[config.mk]
export PLATFORM = sky130hd
export DESIGN_NAME = ram_arbiter_flat
export DESIGN_NICKNAME = d
export VERILOG_FILES = /design/src/rtl/ram_arb_pkg.sv /design/src/rtl/ram_arb_if.sv /design/src/rtl/ram_arb_rr2.sv /design/src/rtl/ram_arbiter.sv /design/src/flat_wrapper.sv
export SDC_FILE = /design/constraint.sdc
export NUM_CORES = 1
export LEC_CHECK = 0
export CAP_MARGIN = 0
export CORE_UTILIZATION = 42
export DETAILED_ROUTE_END_ITERATION = 7
export PLACE_DENSITY = 0.86
export SLEW_MARGIN = 0
export SYNTH_ARGS = -nofsm -noshare
export SYNTH_HDL_FRONTEND = slang
export SYNTH_SLANG_ARGS = --single-unit
[constraint.sdc]
create_clock -name clk -period 3 [get_ports clk]
set_input_delay 0.45 -clock clk [delete_from_list [all_inputs] [get_ports clk]]
set_output_delay 0.45 -clock clk [all_outputs]
set_load 0.005 [all_outputs]
[src/rtl/ram_arb_pkg.sv]
// Shared types and constants for the two-requester RAM arbiter.
package ram_arb_pkg;

    localparam int DEF_ADDR_W = 10;
    localparam int DEF_DATA_W = 8;

    localparam logic REQ0 = 1'b0;
    localparam logic REQ1 = 1'b1;

    typedef struct packed {
        logic valid;
        logic id;
    } rd_tag_t;

endpackage

[src/rtl/ram_arb_if.sv]
// Requester-side bus of the RAM arbiter: two request/grant/read-return channels.
interface ram_arb_if
    import ram_arb_pkg::*;
#(
    parameter int ADDR_W = DEF_ADDR_W,
    parameter int DATA_W = DEF_DATA_W
);

    // Handshake: a requester raises reqN with weN/addrN/wdataN and holds them stable until it
    // sees gntN high; the operation is accepted on the rising edge that ends a gntN=1 cycle.
    // Reads return later as a one-cycle rvalidN pulse with rdataN; rdataN holds otherwise.
    logic              req0;
    logic              we0;
    logic [ADDR_W-1:0] addr0;
    logic [DATA_W-1:0] wdata0;
    logic              gnt0;
    logic              rvalid0;
    logic [DATA_W-1:0] rdata0;

    logic              req1;
    logic              we1;
    logic [ADDR_W-1:0] addr1;
    logic [DATA_W-1:0] wdata1;
    logic              gnt1;
    logic              rvalid1;
    logic [DATA_W-1:0] rdata1;

    modport master (
        output req0, we0, addr0, wdata0,
        output req1, we1, addr1, wdata1,
        input  gnt0, rvalid0, rdata0,
        input  gnt1, rvalid1, rdata1
    );

    modport slave (
        input  req0, we0, addr0, wdata0,
        input  req1, we1, addr1, wdata1,
        output gnt0, rvalid0, rdata0,
        output gnt1, rvalid1, rdata1
    );

endinterface

[src/rtl/ram_arb_rr2.sv]
// Two-way round-robin picker: combinational grant plus the registered priority pointer.
module ram_arb_rr2
    import ram_arb_pkg::*;
(
    input  logic clk,
    input  logic reset,
    input  logic req0,
    input  logic req1,
    output logic gnt0,
    output logic gnt1,
    output logic ptr
);

    logic ptr_q;
    logic ptr_next;

    always_comb begin
        gnt0 = 1'b0;
        gnt1 = 1'b0;
        // Reset suppresses grants so nothing is accepted on the resetting edge.
        if (!reset) begin
            if (req0 && (!req1 || ptr_q == REQ0)) begin
                gnt0 = 1'b1;
            end else if (req1) begin
                gnt1 = 1'b1;
            end
        end
    end

    always_comb begin
        ptr_next = ptr_q;
        if (gnt0) begin
            ptr_next = REQ1;
        end else if (gnt1) begin
            ptr_next = REQ0;
        end
    end

    always_ff @(posedge clk) begin
        if (reset) begin
            ptr_q <= REQ0;
        end else begin
            ptr_q <= ptr_next;
        end
    end

    assign ptr = ptr_q;

endmodule

[src/rtl/ram_arbiter.sv]
// Arbitrates two requesters onto one single-port RAM; registers the RAM controls and
// steers read data back to the issuing requester through a tag pipeline.
module ram_arbiter
    import ram_arb_pkg::*;
#(
    parameter int ADDR_W     = DEF_ADDR_W,
    parameter int DATA_W     = DEF_DATA_W,
    parameter int RD_LATENCY = 1
) (
    input  logic              clk,
    input  logic              reset,
    ram_arb_if.slave          bus,
    output logic              ram_we,
    output logic [ADDR_W-1:0] ram_addr,
    output logic [DATA_W-1:0] ram_din,
    input  logic [DATA_W-1:0] ram_dout,
    output logic              dbg_ptr
);

    logic              gnt0;
    logic              gnt1;
    logic              gnt_any;
    logic              sel_id;
    logic              sel_we;
    logic [ADDR_W-1:0] sel_addr;
    logic [DATA_W-1:0] sel_wdata;

    rd_tag_t           tag_pipe [RD_LATENCY+1];
    rd_tag_t           tag_out;

    logic              rvalid0_q;
    logic              rvalid1_q;
    logic [DATA_W-1:0] rdata0_q;
    logic [DATA_W-1:0] rdata1_q;

    ram_arb_rr2 u_rr2 (
        .clk   (clk),
        .reset (reset),
        .req0  (bus.req0),
        .req1  (bus.req1),
        .gnt0  (gnt0),
        .gnt1  (gnt1),
        .ptr   (dbg_ptr)
    );

    assign gnt_any   = gnt0 | gnt1;
    assign sel_id    = gnt1 ? REQ1 : REQ0;
    assign sel_we    = gnt1 ? bus.we1    : bus.we0;
    assign sel_addr  = gnt1 ? bus.addr1  : bus.addr0;
    assign sel_wdata = gnt1 ? bus.wdata1 : bus.wdata0;

    // Address and data hold through idle cycles; only the write strobe drops.
    always_ff @(posedge clk) begin
        if (reset) begin
            ram_we   <= 1'b0;
            ram_addr <= '0;
            ram_din  <= '0;
        end else if (gnt_any) begin
            ram_we   <= sel_we;
            ram_addr <= sel_addr;
            ram_din  <= sel_wdata;
        end else begin
            ram_we   <= 1'b0;
        end
    end

    // Stage k holds the tag of the read whose address has been on the RAM for k cycles.
    always_ff @(posedge clk) begin
        if (reset) begin
            for (int i = 0; i <= RD_LATENCY; i++) begin
                tag_pipe[i] <= '0;
            end
        end else begin
            tag_pipe[0] <= '{valid: gnt_any & ~sel_we, id: sel_id};
            for (int i = 1; i <= RD_LATENCY; i++) begin
                tag_pipe[i] <= tag_pipe[i-1];
            end
        end
    end

    assign tag_out = tag_pipe[RD_LATENCY];

    always_ff @(posedge clk) begin
        if (reset) begin
            rvalid0_q <= 1'b0;
            rvalid1_q <= 1'b0;
            rdata0_q  <= '0;
            rdata1_q  <= '0;
        end else begin
            rvalid0_q <= tag_out.valid && (tag_out.id == REQ0);
            rvalid1_q <= tag_out.valid && (tag_out.id == REQ1);
            if (tag_out.valid && (tag_out.id == REQ0)) begin
                rdata0_q <= ram_dout;
            end
            if (tag_out.valid && (tag_out.id == REQ1)) begin
                rdata1_q <= ram_dout;
            end
        end
    end

    assign bus.gnt0    = gnt0;
    assign bus.gnt1    = gnt1;
    assign bus.rvalid0 = rvalid0_q;
    assign bus.rvalid1 = rvalid1_q;
    assign bus.rdata0  = rdata0_q;
    assign bus.rdata1  = rdata1_q;

endmodule

[src/flat_wrapper.sv]
// flat-port wrapper written by rule: the top's interface ports become plain ports
module ram_arbiter_flat import ram_arb_pkg::*;
#(
    parameter int ADDR_W     = DEF_ADDR_W,
    parameter int DATA_W     = DEF_DATA_W,
    parameter int RD_LATENCY = 1
)
  (clk, reset, ram_we, ram_addr, ram_din, ram_dout, dbg_ptr, bus_req0, bus_we0, bus_addr0, bus_wdata0, bus_req1, bus_we1, bus_addr1, bus_wdata1, bus_gnt0, bus_rvalid0, bus_rdata0, bus_gnt1, bus_rvalid1, bus_rdata1);
  ram_arb_if #(.ADDR_W(ADDR_W), .DATA_W(DATA_W)) bus_i ();
  input  logic clk;
  input  logic reset;
  output logic ram_we;
  output logic [ADDR_W-1:0] ram_addr;
  output logic [DATA_W-1:0] ram_din;
  input  logic [DATA_W-1:0] ram_dout;
  output logic dbg_ptr;
  input wire logic [$bits(bus_i.req0)-1:0] bus_req0;
  input wire logic [$bits(bus_i.we0)-1:0] bus_we0;
  input wire logic [$bits(bus_i.addr0)-1:0] bus_addr0;
  input wire logic [$bits(bus_i.wdata0)-1:0] bus_wdata0;
  input wire logic [$bits(bus_i.req1)-1:0] bus_req1;
  input wire logic [$bits(bus_i.we1)-1:0] bus_we1;
  input wire logic [$bits(bus_i.addr1)-1:0] bus_addr1;
  input wire logic [$bits(bus_i.wdata1)-1:0] bus_wdata1;
  output wire logic [$bits(bus_i.gnt0)-1:0] bus_gnt0;
  output wire logic [$bits(bus_i.rvalid0)-1:0] bus_rvalid0;
  output wire logic [$bits(bus_i.rdata0)-1:0] bus_rdata0;
  output wire logic [$bits(bus_i.gnt1)-1:0] bus_gnt1;
  output wire logic [$bits(bus_i.rvalid1)-1:0] bus_rvalid1;
  output wire logic [$bits(bus_i.rdata1)-1:0] bus_rdata1;
  assign bus_i.req0 = bus_req0;
  assign bus_i.we0 = bus_we0;
  assign bus_i.addr0 = bus_addr0;
  assign bus_i.wdata0 = bus_wdata0;
  assign bus_i.req1 = bus_req1;
  assign bus_i.we1 = bus_we1;
  assign bus_i.addr1 = bus_addr1;
  assign bus_i.wdata1 = bus_wdata1;
  assign bus_gnt0 = bus_i.gnt0;
  assign bus_rvalid0 = bus_i.rvalid0;
  assign bus_rdata0 = bus_i.rdata0;
  assign bus_gnt1 = bus_i.gnt1;
  assign bus_rvalid1 = bus_i.rvalid1;
  assign bus_rdata1 = bus_i.rdata1;
  ram_arbiter #(.ADDR_W(ADDR_W), .DATA_W(DATA_W), .RD_LATENCY(RD_LATENCY)) u_core (.clk(clk), .reset(reset), .bus(bus_i), .ram_we(ram_we), .ram_addr(ram_addr), .ram_din(ram_din), .ram_dout(ram_dout), .dbg_ptr(dbg_ptr));
endmodule
# Yosys cells after proc, flatten, opt, wreduce, memory -nomap -nowiden
# Memories as Yosys holds them, arrays and structs flattened.
# Index checks and enable logic that the tools add are counted.
[word_totals]
reg_bits = 38
mem_bits_rw = 4
inputBits = 50
out_inout_bits = 40
mem_count = 1
[memory_table]
columns = ["memory", "depth", "width", "rd", "rd_ports_with_merged_regs", "write_ports", "line_no", "source"]
rows = [
  ["u_core.tag_pipe", 2, 2, 2, 0, 2, "ram_arbiter.sv:28", "rd_tag_t tag_pipe [RD_LATENCY+1];"],
]
[op_classes]
n_mux = 16
n_bitwise = 8
n_reduce_logical = 7
[op_table]
columns = ["cell", "count"]
rows = [
  ["$mux 1", 12],
  ["$mux 10", 1],
  ["$mux 8", 1],
  ["$mux 2", 2],
  ["$not 1->1", 4],
  ["$logic_and 1x1->1", 3],
  ["$or 1x1->1", 3],
  ["$reduce_bool 2->1", 1],
  ["$reduce_or 2->1", 1],
  ["$and 1x1->1", 1],
  ["$logic_not 1->1", 1],
  ["$logic_or 1x1->1", 1],
]

# Depth between registers and ports, before layout
[logic_depth]
ltp_word = 9
depth_mapped = 6
ltp_nobuf = 3

# Modules after synthesis
# A second synthesis with hierarchy kept.
[unflattened]
cells_unflattened = 178
area_unflattened_um2 = 1773.0
[modules_own_cells]
columns = ["mod", "instances", "cells_each", "area_each_um2"]
rows = [
  ["ram_arbiter", 1, 171, 1711.6],
  ["ram_arb_rr2", 1, 7, 61.3],
]

# Worst setup path before layout
# OpenSTA, ideal clock, no wires.
[synth_timing]
path_kind = "input to output"
start = "in reset"
end = "out bus_gnt0"
arrival_time_ns = 1.124
path_slack_ns = 1.426
stages = 4
cell_sequence = "buf_4 -> buf_6 -> clkbuf_1 -> a211oi_1"
[synth_via]
elab_chain_cells = 1
[synth_rtl]
columns = ["element", "line_no", "source"]
rows = [
  ["start: declaration", "flat_wrapper.sv:11", "input logic reset;"],
  ["$mux 1", "ram_arb_rr2.sv:21", "if (!reset) begin"],
  ["end: declaration", "flat_wrapper.sv:25", "output wire logic [$bits(bus_i.gnt0)-1:0] bus_gnt0;"],
]
# Every way passes these cells.

# Worst setup path in the final report
[layout_timing]
start = "in bus_req0"
end = "out bus_gnt0"
[layout_via]
elab_chain_cells = 3
[layout_rtl]
columns = ["element", "line_no", "source"]
rows = [
  ["start: declaration", "flat_wrapper.sv:17", "input wire logic [$bits(bus_i.req0)-1:0] bus_req0;"],
  ["$logic_and 1x1->1", "ram_arb_rr2.sv:22", "if (req0 && (!req1 || ptr_q == REQ0)) begin"],
  ["$mux 1", "ram_arb_rr2.sv:22", ""],
  ["$mux 1", "ram_arb_rr2.sv:21", ""],
]
# Every way passes these cells.

==> metrics.csv <==
stage,metric,value,unit
clock_network,"Reg clk slew, reported paths",0.07,ns
cells_and_area,Filler Cell Count,291,
pwr,P_sw,0.275,mW
pwr,Sw Share,0.233,
sta,Tcrit/Tclk final,0.808,
clock_network,hold bufs inserted after CTS,0,
floorplanning,Core Region,3800,µm²
sta,post-route setup slack,0.577,ns
cells_and_area,"number of standard cells in the layout, taps in and fillers out",314,
placed_design,Placed Cells,306,
yosys,ys flop type,sky130_fd_sc_hd__dfxtp_1,
worst_setup_path,worst reg2reg path depth,3,
sta,Worst Max-Slew Pin Slew,1.09,ns
sta,fin. max-slew vios,0,
worst_setup_path,worst reg2reg endpoint,u_core.bus.rdata0[5],
clock_network,postcts setup bufs,0,
worst_setup_path,element type at the critical path start,primary input,
floorplanning,Starting Density,0.454,
clock_network,CTS Sinks,42,
yosys,average size of a mapped cell,9.43,µm²
pwr,PD cells,440,nW/µm²
sta,upper clock frequency limit,413,MHz
sta,largest clock skew in the final design,0.00461,ns
placed_design,pre-CTS WS,0.478,ns
clock_network,number of H-tree levels,2,
routing,mean routed wirelength per cell,14.9,µm
yosys,share of synthesized registers carrying an async set or reset,0,
floorplanning,area enclosed by the die boundary,4370,µm²
cells_and_area,Post-layout nets,315,
yosys,cell types occupying the most area after synthesis,"sky130_fd_sc_hd__dfxtp_1, sky130_fd_sc_hd__a2111oi_0, sky130_fd_sc_hd__a221o_2, sky130_fd_sc_hd__nand2_1, sky130_fd_sc_hd__a221o_1",
min_path,path class of the lowest-slack min-delay path,reg -> reg,
yosys,Seq cells post-synth,42,
run,max-cap viol count,0,
placed_design,global placer's final weighted congestion,0.849,
sta,Fin Setup TNS,0,ns
routing,drt first pass iters,4,
yosys,number of enable-type register cells in the synthesized netlist,0,
routing,count of antenna-violating nets left after detailed routing,0,
pwr,Lkg Pwr,1.00,nW
yosys,library cell occupying the most area in the post-synthesis netlist,sky130_fd_sc_hd__dfxtp_1,
yosys,"Net Count, Synth",233,
floorplanning,Die Ht,66.1,µm
placed_design,PortBufs,89,
sta,headroom to the max-slew limit,0.270,
placed_design,half-perimeter wire length after placement,3330,µm
routing,number of DRC markers after the initial detailed-route iteration,61,
pwr,combinational cell fraction of total power,0.173,
worst_setup_path,origin of the critical flop-to-flop path,u_core.tag_pipe[0][3],
yosys,Mapped Area,1730,µm²
worst_setup_path,end point of the critical path,bus_gnt0,
yosys,area share of the largest cell type after synthesis,0.487,
yosys,Synth Instances,183,
global_routing,combined global-route utilization of all metal layers,0.220,
yosys,number of different library cells in the post-synthesis netlist,29,
global_routing,number of global-route vias before repair,1550,
yosys,top post-synthesis cells by count,"sky130_fd_sc_hd__dfxtp_1, sky130_fd_sc_hd__nand2_1, sky130_fd_sc_hd__a2111oi_0, sky130_fd_sc_hd__inv_1, sky130_fd_sc_hd__a21oi_1",
cells_and_area,antenna cells,0,
sta,hold violation total from the final report,0,
pwr,Power Internal,0.904,mW
worst_setup_path,CP dominant cell by count,sky130_fd_sc_hd__clkdlybuf4s50_1,
floorplanning,Die Wd,66.1,µm
floorplanning,top-level port count,90,
cells_and_area,"Core Util, Final",0.705,
yosys,leading cell type by number of instances after synthesis,sky130_fd_sc_hd__dfxtp_1,
worst_setup_path,cells along the critical path,"clkdlybuf4s50_1, inv_2, a211oi_1, clkdlybuf4s50_1",
routing,ratio of routed vias to standard cells,5.19,
worst_setup_path,max incr delay on CP,0.58,ns
clock_network,CTS buffer count,5,
cells_and_area,layout cell share with drive strength beyond 1,0.0977,
pwr,Clk pwr share,0.316,
sta,unrepaired setup endpoints after global routing,no,
clock_network,clock insertion delay at the later pin of the skew report,0.30,ns
worst_setup_path,crit path launch,bus_req0,
worst_setup_path,maximum fanout along the worst path,19,
routing,DRC violation count after routing,0,
worst_setup_path,worst endpoint required time,2.55,ns
routing,Total Wirelength,4670,µm
routing,via count of the routed design,1629,
cells_and_area,growth of design area from synthesis to finish,55.1,%
yosys,number of warnings issued by yosys,0,
clock_network,CTS tree,done,
global_routing,wire length of the first global-routing pass,7130,µm
sta,clock period minus worst slack,2.42,ns
global_routing,antenna violations before repair,0,
clock_network,clock root buffer master,sky130_fd_sc_hd__clkbuf_8,
pwr,post-route total power,1.18,mW
worst_setup_path,flop2flop setup slack,1.65,ns
clock_network,post-cts sizing count,0,
run_status,outcome,"complete, no violations",
worst_setup_path,Setup Crit Path Kind,in -> out,
clock_network,Max Root-Sink Buffers,2,
global_routing,total congestion overflow after global routing,0,
worst_setup_path,crit path capture type,output pin,
worst_setup_path,data arrival at the endpoint of the critical path,1.97,ns
global_routing,maximum number of pins on one net before global-route repair,43,
pwr,Max rail drop VDD,288,µV
floorplanning,number of standard-cell rows in the floorplan,22,
worst_setup_path,slowest cell on the critical path,sky130_fd_sc_hd__clkdlybuf4s50_1,
sta,final-report setup violation count,0,
pwr,sequential group share of total power,0.511,
yosys,part of the Yosys area used for sequential elements,0.487,
==> how the worst min path moves through the flow <==
stage,startpoint,end,depth (start not counted)
finish,u_core.tag_pipe[0][0],u_core.tag_pipe[0][2],1
global placement,u_core.tag_pipe[0][0],u_core.tag_pipe[0][2],1
CTS,u_core.tag_pipe[0][0],u_core.tag_pipe[0][2],1
global route,u_core.tag_pipe[0][0],u_core.tag_pipe[0][2],1
detailed placement,u_core.tag_pipe[0][0],u_core.tag_pipe[0][2],1
floorplan,u_core.tag_pipe[0][0],u_core.tag_pipe[0][2],1
==> layout make-up <==
cell class / count / area, µm² / share of cell area
clock inverters: 1 / 5.00 / 0.00187
inverters: 19 / 71.3 / 0.0266
flip-flops and latches: 42 / 841 / 0.314
multi-input cells: 105 / 699 / 0.261
clock buffers: 7 / 86.3 / 0.0323
well taps: 48 / 60.1 / 0.0224
repair buffers: 92 / 913 / 0.341
==> kinds of logic after synthesis <==
| family | after synthesis | synth area share |
|---|---|---|
| buffers and inverters | 36 | 0.107 |
| flip-flops | 42 | 0.487 |
| AND/OR/NAND/NOR | 49 | 0.141 |
| AO/OA/AOI/OAI | 56 | 0.265 |
==> power by group through the flow <==
stage / Clock, mW / Combinational, mW / Sequential [mW]
after floorplan: 0 / 0.0769 / 0.614
after global placement: 0 / 0.200 / 0.615
after detailed placement: 0 / 0.203 / 0.615
after CTS: 0.377 / 0.205 / 0.602
after global routing: 0.402 / 0.219 / 0.605
final: 0.373 / 0.204 / 0.602
==> flip-flops by register name (all words and copies together) (netlist names) <==
| name | count |
|---|---|
| u_core.bus.rdata1 | 8 |
| u_core.bus.rvalid0 | 1 |
| u_core.bus.rdata0 | 8 |
| u_core.ram_din | 8 |
| u_core.ram_addr | 10 |
| u_core.ram_we | 1 |
| u_core.u_rr2.ptr | 1 |
| u_core.tag_pipe | 4 |
| u_core.bus.rvalid1 | 1 |
==> stage by stage <==
step | area [µm²] | hold slack [ns]
final | 2680 | 0.434
after global routing | 2680 | 0.461
after CTS | 2680 | 0.440
after detailed placement | 2580 | 0.422
after global placement | 2580 | 0.421
after floorplan | 1730 | 0.414
==> worst max-delay path, delay by kind of cell <==
family	cells	cell delay (ns)
buffers and inverters	3	1.28
AO/OA/AOI/OAI	1	0.24
==> layer usage <==
layer | track usage | wire, µm | up-vias
met3 | 0.0397 | 212 | 14
li1 | - | - | 827
met1 | 0.271 | 2080 | 742
met5 | 0 | 0 | -
met2 | 0.355 | 2220 | 46
met4 | 0.130 | 151 | 0
==> layout by cell type, fill, tap and decap left out, drive strengths merged <==
cell type,Yosys,final
nor2,4,4
clkdlybuf4s50,0,89
buf,12,3
a2111oi,18,18
a221o,18,18
a21oi,17,17
o21a,1,1
and3,1,1
clkbuf,4,7
inv,19,19
dfxtp,42,42
nand2b,3,3
nor2b,4,4
and2,2,2
clkinv,0,1
a21boi,1,1
nor3,1,1
nor4,1,1
nand3,8,8
nand2,25,25
a211oi,1,1
Note: power is estimated with default switching activity, not from simulation.
